[src/rtl/capture_pkg.sv]
// Shared constants, state encoding and circular-pointer helper for the capture sequencer.
package capture_pkg;

  localparam int DEPTH = 31744;
  localparam int AW    = 15;
  localparam int DW    = 18;

  typedef enum logic [2:0] {
    IDLE = 3'd0,
    FILL = 3'd1,
    POST = 3'd2,
    DONE = 3'd3,
    READ = 3'd4
  } state_t;

  // DEPTH is not a power of two, so wrap is explicit rather than by overflow.
  function automatic logic [AW-1:0] ptr_inc(input logic [AW-1:0] p);
    return (p == AW'(DEPTH - 1)) ? '0 : p + 1'b1;
  endfunction

endpackage

[src/rtl/skid_fifo2.sv]
// Two-entry FIFO holding RAM read data ahead of the readout port; head word is stable until popped.
module skid_fifo2
  import capture_pkg::*;
#(
  parameter int W = DW
) (
  input  logic         clk,
  input  logic         rstn,
  input  logic         flush,
  input  logic         push,
  input  logic [W-1:0] din,
  input  logic         pop,
  output logic [W-1:0] dout,
  output logic [1:0]   count
);

  logic [W-1:0] mem0, mem1;
  logic         wr_idx, rd_idx;

  always_ff @(posedge clk or negedge rstn) begin
    if (!rstn) begin
      mem0   <= '0;
      mem1   <= '0;
      wr_idx <= 1'b0;
      rd_idx <= 1'b0;
      count  <= 2'd0;
    end else if (flush) begin
      mem0   <= '0;
      mem1   <= '0;
      wr_idx <= 1'b0;
      rd_idx <= 1'b0;
      count  <= 2'd0;
    end else begin
      if (push) begin
        if (wr_idx) mem1 <= din;
        else        mem0 <= din;
        wr_idx <= ~wr_idx;
      end
      if (pop) rd_idx <= ~rd_idx;
      case ({push, pop})
        2'b10:   count <= count + 2'd1;
        2'b01:   count <= count - 2'd1;
        default: count <= count;
      endcase
    end
  end

  assign dout = rd_idx ? mem1 : mem0;

endmodule

[src/rtl/capture_seq31.sv]
// Capture sequencer: fills a circular record in the capture RAM until trigger + post count,
// then streams it oldest-first. Handshake: a word transfers on a cycle with out_valid & out_ready.
module capture_seq31
  import capture_pkg::*;
(
  input  logic          mclk,
  input  logic          rstn,
  input  logic          arm,
  input  logic          abort,
  input  logic          trig,
  input  logic [AW-1:0] post_len,
  input  logic          in_valid,
  input  logic [DW-1:0] in_data,
  input  logic          rd_start,
  output logic          out_valid,
  output logic [DW-1:0] out_data,
  output logic          out_last,
  input  logic          out_ready,
  output logic          busy,
  output logic          done,
  output logic          ram_wen,
  output logic [AW-1:0] ram_addr,
  output logic [DW-1:0] ram_wdata,
  input  logic [DW-1:0] ram_rdata,
  output logic [2:0]    dbg_state
);

  state_t        state, state_nxt;
  logic [AW-1:0] wr_ptr, rd_ptr, post_cnt, post_len_q;
  logic [AW-1:0] rd_issued, out_cnt, rec_len, rec_start;
  logic          wrapped, rd_inflight;
  logic          capturing, wr_en, pop, rd_issue, arm_go, rd_go;
  logic [1:0]    fifo_cnt;
  logic [2:0]    occ;

  assign capturing = (state == FILL) || (state == POST);
  assign wr_en     = capturing && in_valid;
  assign rec_len   = wrapped ? AW'(DEPTH) : wr_ptr;
  assign rec_start = wrapped ? wr_ptr : '0;
  assign out_valid = (fifo_cnt != 2'd0);
  assign pop       = out_valid && out_ready;
  assign out_last  = out_valid && (out_cnt == rec_len - 1'b1);

  // Counting the same-cycle pop lets a read issue every cycle while out_ready stays high.
  assign occ      = {1'b0, fifo_cnt} + {2'b00, rd_inflight};
  assign rd_issue = (state == READ) && (rd_issued != rec_len) &&
                    (occ < (3'd2 + {2'b00, pop}));

  always_comb begin
    state_nxt = state;
    if (abort) begin
      state_nxt = IDLE;
    end else begin
      case (state)
        IDLE: if (arm) state_nxt = FILL;
        FILL: if (trig) state_nxt = (post_len_q == '0) ? DONE : POST;
        POST: if (wr_en && (post_cnt + 1'b1 == post_len_q)) state_nxt = DONE;
        DONE: begin
          if (arm) state_nxt = FILL;
          else if (rd_start && (rec_len != '0)) state_nxt = READ;
        end
        READ: if (pop && out_last) state_nxt = DONE;
        default: state_nxt = IDLE;
      endcase
    end
  end

  assign arm_go = (state_nxt == FILL) && ((state == IDLE) || (state == DONE));
  assign rd_go  = (state_nxt == READ) && (state == DONE);

  always_ff @(posedge mclk or negedge rstn) begin
    if (!rstn) begin
      state       <= IDLE;
      wr_ptr      <= '0;
      wrapped     <= 1'b0;
      post_cnt    <= '0;
      post_len_q  <= '0;
      rd_ptr      <= '0;
      rd_issued   <= '0;
      out_cnt     <= '0;
      rd_inflight <= 1'b0;
    end else begin
      state       <= state_nxt;
      rd_inflight <= rd_issue && !abort;
      if (arm_go) begin
        wr_ptr     <= '0;
        wrapped    <= 1'b0;
        post_cnt   <= '0;
        post_len_q <= post_len;
      end else if (wr_en) begin
        wr_ptr <= ptr_inc(wr_ptr);
        if (wr_ptr == AW'(DEPTH - 1)) wrapped <= 1'b1;
        if (state == POST) post_cnt <= post_cnt + 1'b1;
      end
      if (rd_go) begin
        rd_ptr    <= rec_start;
        rd_issued <= '0;
        out_cnt   <= '0;
      end else if (state == READ) begin
        if (rd_issue) begin
          rd_ptr    <= ptr_inc(rd_ptr);
          rd_issued <= rd_issued + 1'b1;
        end
        if (pop) out_cnt <= out_cnt + 1'b1;
      end
    end
  end

  skid_fifo2 #(.W(DW)) u_fifo (
    .clk   (mclk),
    .rstn  (rstn),
    .flush (abort),
    .push  (rd_inflight),
    .din   (ram_rdata),
    .pop   (pop),
    .dout  (out_data),
    .count (fifo_cnt)
  );

  assign ram_wen   = wr_en;
  assign ram_addr  = capturing ? wr_ptr : ((state == READ) ? rd_ptr : '0);
  assign ram_wdata = capturing ? in_data : '0;
  assign busy      = capturing || (state == READ);
  assign done      = (state == DONE);
  assign dbg_state = state;

endmodule

[config.mk]
export PLATFORM = sky130hd
export DESIGN_NAME = capture_seq31
export DESIGN_NICKNAME = d
export VERILOG_FILES = /design/src/rtl/capture_pkg.sv /design/src/rtl/skid_fifo2.sv /design/src/rtl/capture_seq31.sv
export SDC_FILE = /design/constraint.sdc
export NUM_CORES = 1
export LEC_CHECK = 0
export ABC_CLOCK_PERIOD_IN_PS = 5500
export CAP_MARGIN = 20
export CORE_ASPECT_RATIO = 0.9
export CORE_MARGIN = 2
export CORE_UTILIZATION = 50
export CTS_CLUSTER_SIZE = 30
export DETAILED_ROUTE_END_ITERATION = 12
export PLACE_DENSITY = 0.74
export RECOVER_POWER = 25
export SYNTH_ARGS = -nofsm -noshare
export SYNTH_HDL_FRONTEND = slang
export SYNTH_SLANG_ARGS = --single-unit
export TNS_END_PERCENT = 1
[constraint.sdc]
create_clock -name mclk -period 5.5 [get_ports mclk]
set_input_delay 1.65 -clock mclk [delete_from_list [all_inputs] [get_ports mclk]]
set_output_delay 1.65 -clock mclk [all_outputs]
set_load 0.005 [all_outputs]
# Yosys cells after proc, flatten, opt, wreduce, memory -nomap -nowiden

Index checks and enable logic that the tools add are counted.

Muxes and demuxes: 46
$lt $le $gt $ge: 1
Divide/modulo/power cells: 0
$mul: 0
Shifts and indexed selects: 0
Equal/unequal tests: 14
Bitwise operators: 2
Reduce and logical (&&, ||, !) cells: 35
$add $sub $neg: 10

Operator list:

| cell                    | number |
|---|---|
| $mux W15                | 20 |
| $mux W18                | 8 |
| $add A15 B1 Y15 const B | 5 |
| $eq A15 B15 Y1          | 2 |
| $eq A15 B15 Y1 const B  | 2 |
| $mux W3                 | 7 |
| $reduce_bool A2 Y1      | 10 |
| $logic_not A15 Y1       | 1 |
| $ne A15 B15 Y1          | 1 |
| $pmux W3 S5             | 1 |
| $reduce_bool A15 Y1     | 1 |
| $sub A15 B1 Y15 const B | 1 |
| $reduce_and A2 Y1       | 6 |
| $logic_and A1 B1 Y1     | 11 |
| $mux W1                 | 8 |
| $eq A3 B1 Y1 const B    | 2 |
| $eq A3 B2 Y1 const B    | 2 |
| $eq A3 B3 Y1 const B    | 2 |
| $pmux W2 S2             | 1 |
| $add A2 B1 Y3           | 1 |
| $add A2 B1 Y3 const A   | 1 |
| $logic_not A3 Y1        | 1 |
| $logic_or A1 B1 Y1      | 3 |
| $lt A3 B3 Y1            | 1 |
| 9 further kinds         | 10 |

Bits in latches: 0
Input port bits: 59
RAM bits: 0
ROM bits: 0
Memories kept: 0
Logic and storage cells: 122
Register bits after elaboration: 135
Output and inout port bits: 59

# Depth between registers and ports, before layout

Word-level depth: 12
Depth in mapped cells: 15
Depth with buffers taken out: 10

# By module

Synthesis repeated with hierarchy kept, for this count alone.

Cells, all modules: 1,014
Area, all modules: 8,734.6 µm²

Modules (own cells, without submodules):

| module        | area each (µm²) | sequential area each (µm²) | cells an instance | instances |
|---|---|---|---|---|
| capture_seq31 | 6,862.8         | 2,377.3                    | 818               | 1 |
| skid_fifo2    | 1,871.8         | 1,001.0                    | 196               | 1 |

# Least setup slack after synthesis

Ideal clock, no wire load.

Path type: register to output
From: reg wrapped
To: out out_last
Buffers on the path: 3
Cell stages (with the launch flop): 13
Path slack: 1.039 ns
Required time: 3.850 ns
Arrival: 2.811 ns
Cell sequence: dfrtp_1 -> buf_6 -> buf_2 -> buf_2 -> inv_1 -> nand2_1 -> ha_1 -> xnor2_1 -> mux2i_1 -> o21ai_0 -> a32o_1 -> or4_1 -> nor4_2

Longest elaborated chain between the ends: 4

RTL lines:

| item                   | RTL line            | text |
|---|---|---|
| start, declared        | capture_seq31.sv:31 | `logic wrapped, rd_inflight;` |
| start signal, assigned | capture_seq31.sv:75 | `wrapped <= 1'b0;` |
| start signal, assigned | capture_seq31.sv:87 | `wrapped <= 1'b0;` |
| start signal, assigned | capture_seq31.sv:92 | `if (wr_ptr == AW'(DEPTH - 1)) wrapped <= 1'b1;` |
| $mux W15               | capture_seq31.sv:38 | `assign rec_len = wrapped ? AW'(DEPTH) : wr_ptr;` |
| $sub A15 B1 Y15        | capture_seq31.sv:42 | `assign out_last = out_valid && (out_cnt == rec_len - 1'b1);` |
| $eq A15 B15 Y1         | capture_seq31.sv:42 |  |
| $logic_and A1 B1 Y1    | capture_seq31.sv:42 |  |
| end, declared          | capture_seq31.sv:17 | `output logic out_last,` |

No other way between the ends.

# Worst setup path after layout

Same ends and word-level chain as after synthesis.

==> metrics <==
status=finished, violations left; failing checks=capacitance limit, slew limit; total wire length=24.4 mm; FMAX=190 MHz; critical path fanouts, max=4; initial DRC count=755; via count=8339; die area=18900 sq um; antenna violations before repair=0; ys flop type=dfrtp_1; internal power=2390 uW; met2 WL post-DR=11.0 mm; Slowest Stage Delay on Critical Path=0.67 ns; Die Y=131 um; area of the core=17500 sq um; final routed DRC violation total=0; Max Cap Viol=2; Cell Area, Synth=8890 sq um; # H-tree levels=4; Post-DP Area=10200 sq um; post-route minimum period=5.26 ns; # port buffers=117; CTS clk-pin slew, worst paths=0.07 ns; crit path max-delay cell type=nor4_1; syn_nets=1107; Worst Hold Class=flip-flop to flip-flop; final slew viol count=114; fin nets=1187; library cells used by synthesis=74; DRT met1 WL=11.1 mm; worst-margin pin slew=2.20 ns; Sequential Power Share=33.4%; syn avg cell area=8.55 sq um; post-placement cell count=1339; WL/cell=17.8 um; Overflow after GRT=0; critical path class=flip-flop to output port; Rows=46; max layer used=met4; cts bufs inserted=17; Warnings, synthesis=0; share of cells above drive strength 1=10.2%; Net Sw Frac=37.5%; Power Density=355 nW/um^2; largest net degree at the start of global routing=112; worst clock skew=0.0109 ns; post-layout instance area=10800 sq um; Slew HR=-46.7%; GR Util All Layers=26.1%; Max VDD drop=0.278 mV; share of power burned in the clock network=31.2%; Die W=145 um; post-DP HPWL=16.4 mm; clk root buf=clkbuf_16; GPL Wtd Cong=0.944; Final Power=3830 uW; CP Capture Type=output port; I/O Pins=118; metal3 WL=1.68 mm; Area Growth Syn to Fin=21.4%; Final Non-Filler Cells=1373; Syn Inst Count=1040; fraction of synthesis flops using an asynchronous set or reset pin=100%; Post-synth EDFFs=0; Comb power frac=35.4%; CP Cell Sequence=nor4_1 > nand4_1 > xnor2_1 > o21ai_0 > or4_1 > nor4_2 > clkdlybuf4s50_1; vias in the first global route=7602; CTS tree=built; endpoints failing hold=0; first drt pass iteration count=5; number of diodes=0; post-synthesis sequential area ratio=38.0%; antenna-violating nets left=0; Final Setup Violations=0; wire length of the first global-routing pass=39.1 mm; Max Root-Sink Buffers=2; highest-count cells in the layout ignoring fill and taps=dfrtp_1 (135), nand2_1 (125), clkdlybuf4s50_1 (116), nor2_1 (81), a21oi_1 (78); Leak=0.00433 uW; crit path DAT=3.61 ns; Final period util=95.6%; unrepaired setup endpoints after global routing=false; Yosys reg bits=135; setup TNS=0 ns; Initial Utilization=50.8%; sw power=1440 uW; Setup crit start kind=flip-flop; Num Clock Sinks=135; most common cell after layout, fill and taps aside=dfrtp_1; Worst-Skew Late Latency=0.43 ns; vias per std cell=6.07; Worst Path Required=3.85 ns
-- metal layers --
layer / vias to the layer above / GRT usage, %
met5: - / 0
met2: 348 / 40.1
li1: 3914 / -
met3: 70 / 4.96
met4: 0 / 8.97
met1: 4007 / 37.4
-- registers in the layout (all words and copies together) (netlist names) --
register,count
u_fifo.wr_idx,1
rd_ptr,15
wrapped,1
out_cnt,15
rd_issued,15
post_cnt,15
u_fifo.mem0,18
wr_ptr,15
rd_inflight,1
dbg_state,3
u_fifo.count,2
post_len_q,15
u_fifo.mem1,18
u_fifo.rd_idx,1
-- Yosys cell counts (8+ instances only) --
cell type  count  area (sq um)
inv_1         24          90.1
a22o_1        15           131
nand2_1      125           469
buf_2         19          95.1
o211ai_1      17           128
and3_1        20           125
o21ai_0       29           145
nor4_1        18           113
mux2_2        31           349
nand4_1       18           113
or3_1         17           106
dfrtp_1      135          3380
or4_1         19           143
nor2_1        82           308
nor3_1        26           130
and4_1         8          70.1
a31oi_1       11          68.8
and2_1        22           138
a21oi_1       78           390
ha_1           8           100
nor2b_1        9          56.3
clkbuf_1      47           176
o31ai_1       17           128
xor2_1        34           298
nand3_1       51           255
xnor2_1       39           342
-- kinds of logic (layout without fill, tap and decap cells) --
logic type / Yosys count / count (layout) / synth area share, %
adders and majority gates: 8 / 8 / 1.13
muxes: 44 / 44 / 5.47
AOI/OAI and AO/OA: 218 / 218 / 16.1
buffers and inverters: 109 / 202 / 5.73
and+or+nand+nor: 453 / 453 / 26.4
DFF: 135 / 135 / 38.0
xor gates and xnor gates: 73 / 73 / 7.19
-- cell type report --
cell class,count,area [sq um]
well taps,240,300
fillers,1515,6700
inverters,24,90.1
clock buffers,17,425
repair buffers,146,1400
multi-input cells,796,5020
flip-flops and latches,135,3380
clock inverters,15,183
-- critical path, delay by kind of cell (launching register included) --
kind	cells	cell delay, ns
DFF	1	0.40
AOI/OAI and AO/OA	1	0.11
xor gates and xnor gates	1	0.31
buffers and inverters	1	0.56
and+or+nand+nor	4	1.82
-- metrics by stage --
step	hold slack (ns)	setup WS, ns	util (%)
after floorplan	0.497	1.04	-
after global placement	0.506	0.682	58.0
after detailed placement	0.512	0.674	58.0
after CTS	0.521	0.167	61.5
after global routing	0.537	0.0593	61.7
final	0.519	0.244	61.7
-- power by group through the flow --
stage                     Combinational, uW  Clock (uW)  Sequential (uW)
after CTS                              1330        1210             1270
after floorplan                         971           0             1220
after global placement                 1300           0             1280
after detailed placement               1320           0             1290
final                                  1360        1200             1280
after global routing                   1480        1250             1300
-- worst paths after layout --
path                                            startpoint                          end  slack, ns  cells past startpoint
worst min-delay path            u_fifo.mem1[7]$_DFFE_PN0P_   u_fifo.mem1[7]$_DFFE_PN0P_       0.52                      2
worst max register to register     post_cnt[0]$_DFFE_PN0P_    post_len_q[2]$_DFFE_PN0P_       2.11                      8
worst min register to register  u_fifo.mem1[7]$_DFFE_PN0P_   u_fifo.mem1[7]$_DFFE_PN0P_       0.52                      2
worst max-delay path                   wrapped$_DFFE_PN0P_                     out_last       0.24                      7
min in group asynchronous                             rstn       out_cnt[2]$_DFFE_PN0P_       1.86                      1
max in group asynchronous                             rstn  u_fifo.mem0[17]$_DFFE_PN0P_       0.85                      2
-- what timing repair did --
| item | CTS | global route |
|---|---|---|
| setup buffers | 0 | 0 |
| gates resized for setup | 0 | 2 |
| hold buffers | 0 | 0 |
| hold endpoints to repair | 0 | 0 |
| endpoints found under the setup margin | 0 | 1 |
Note: power is estimated with default switching activity, not from simulation.
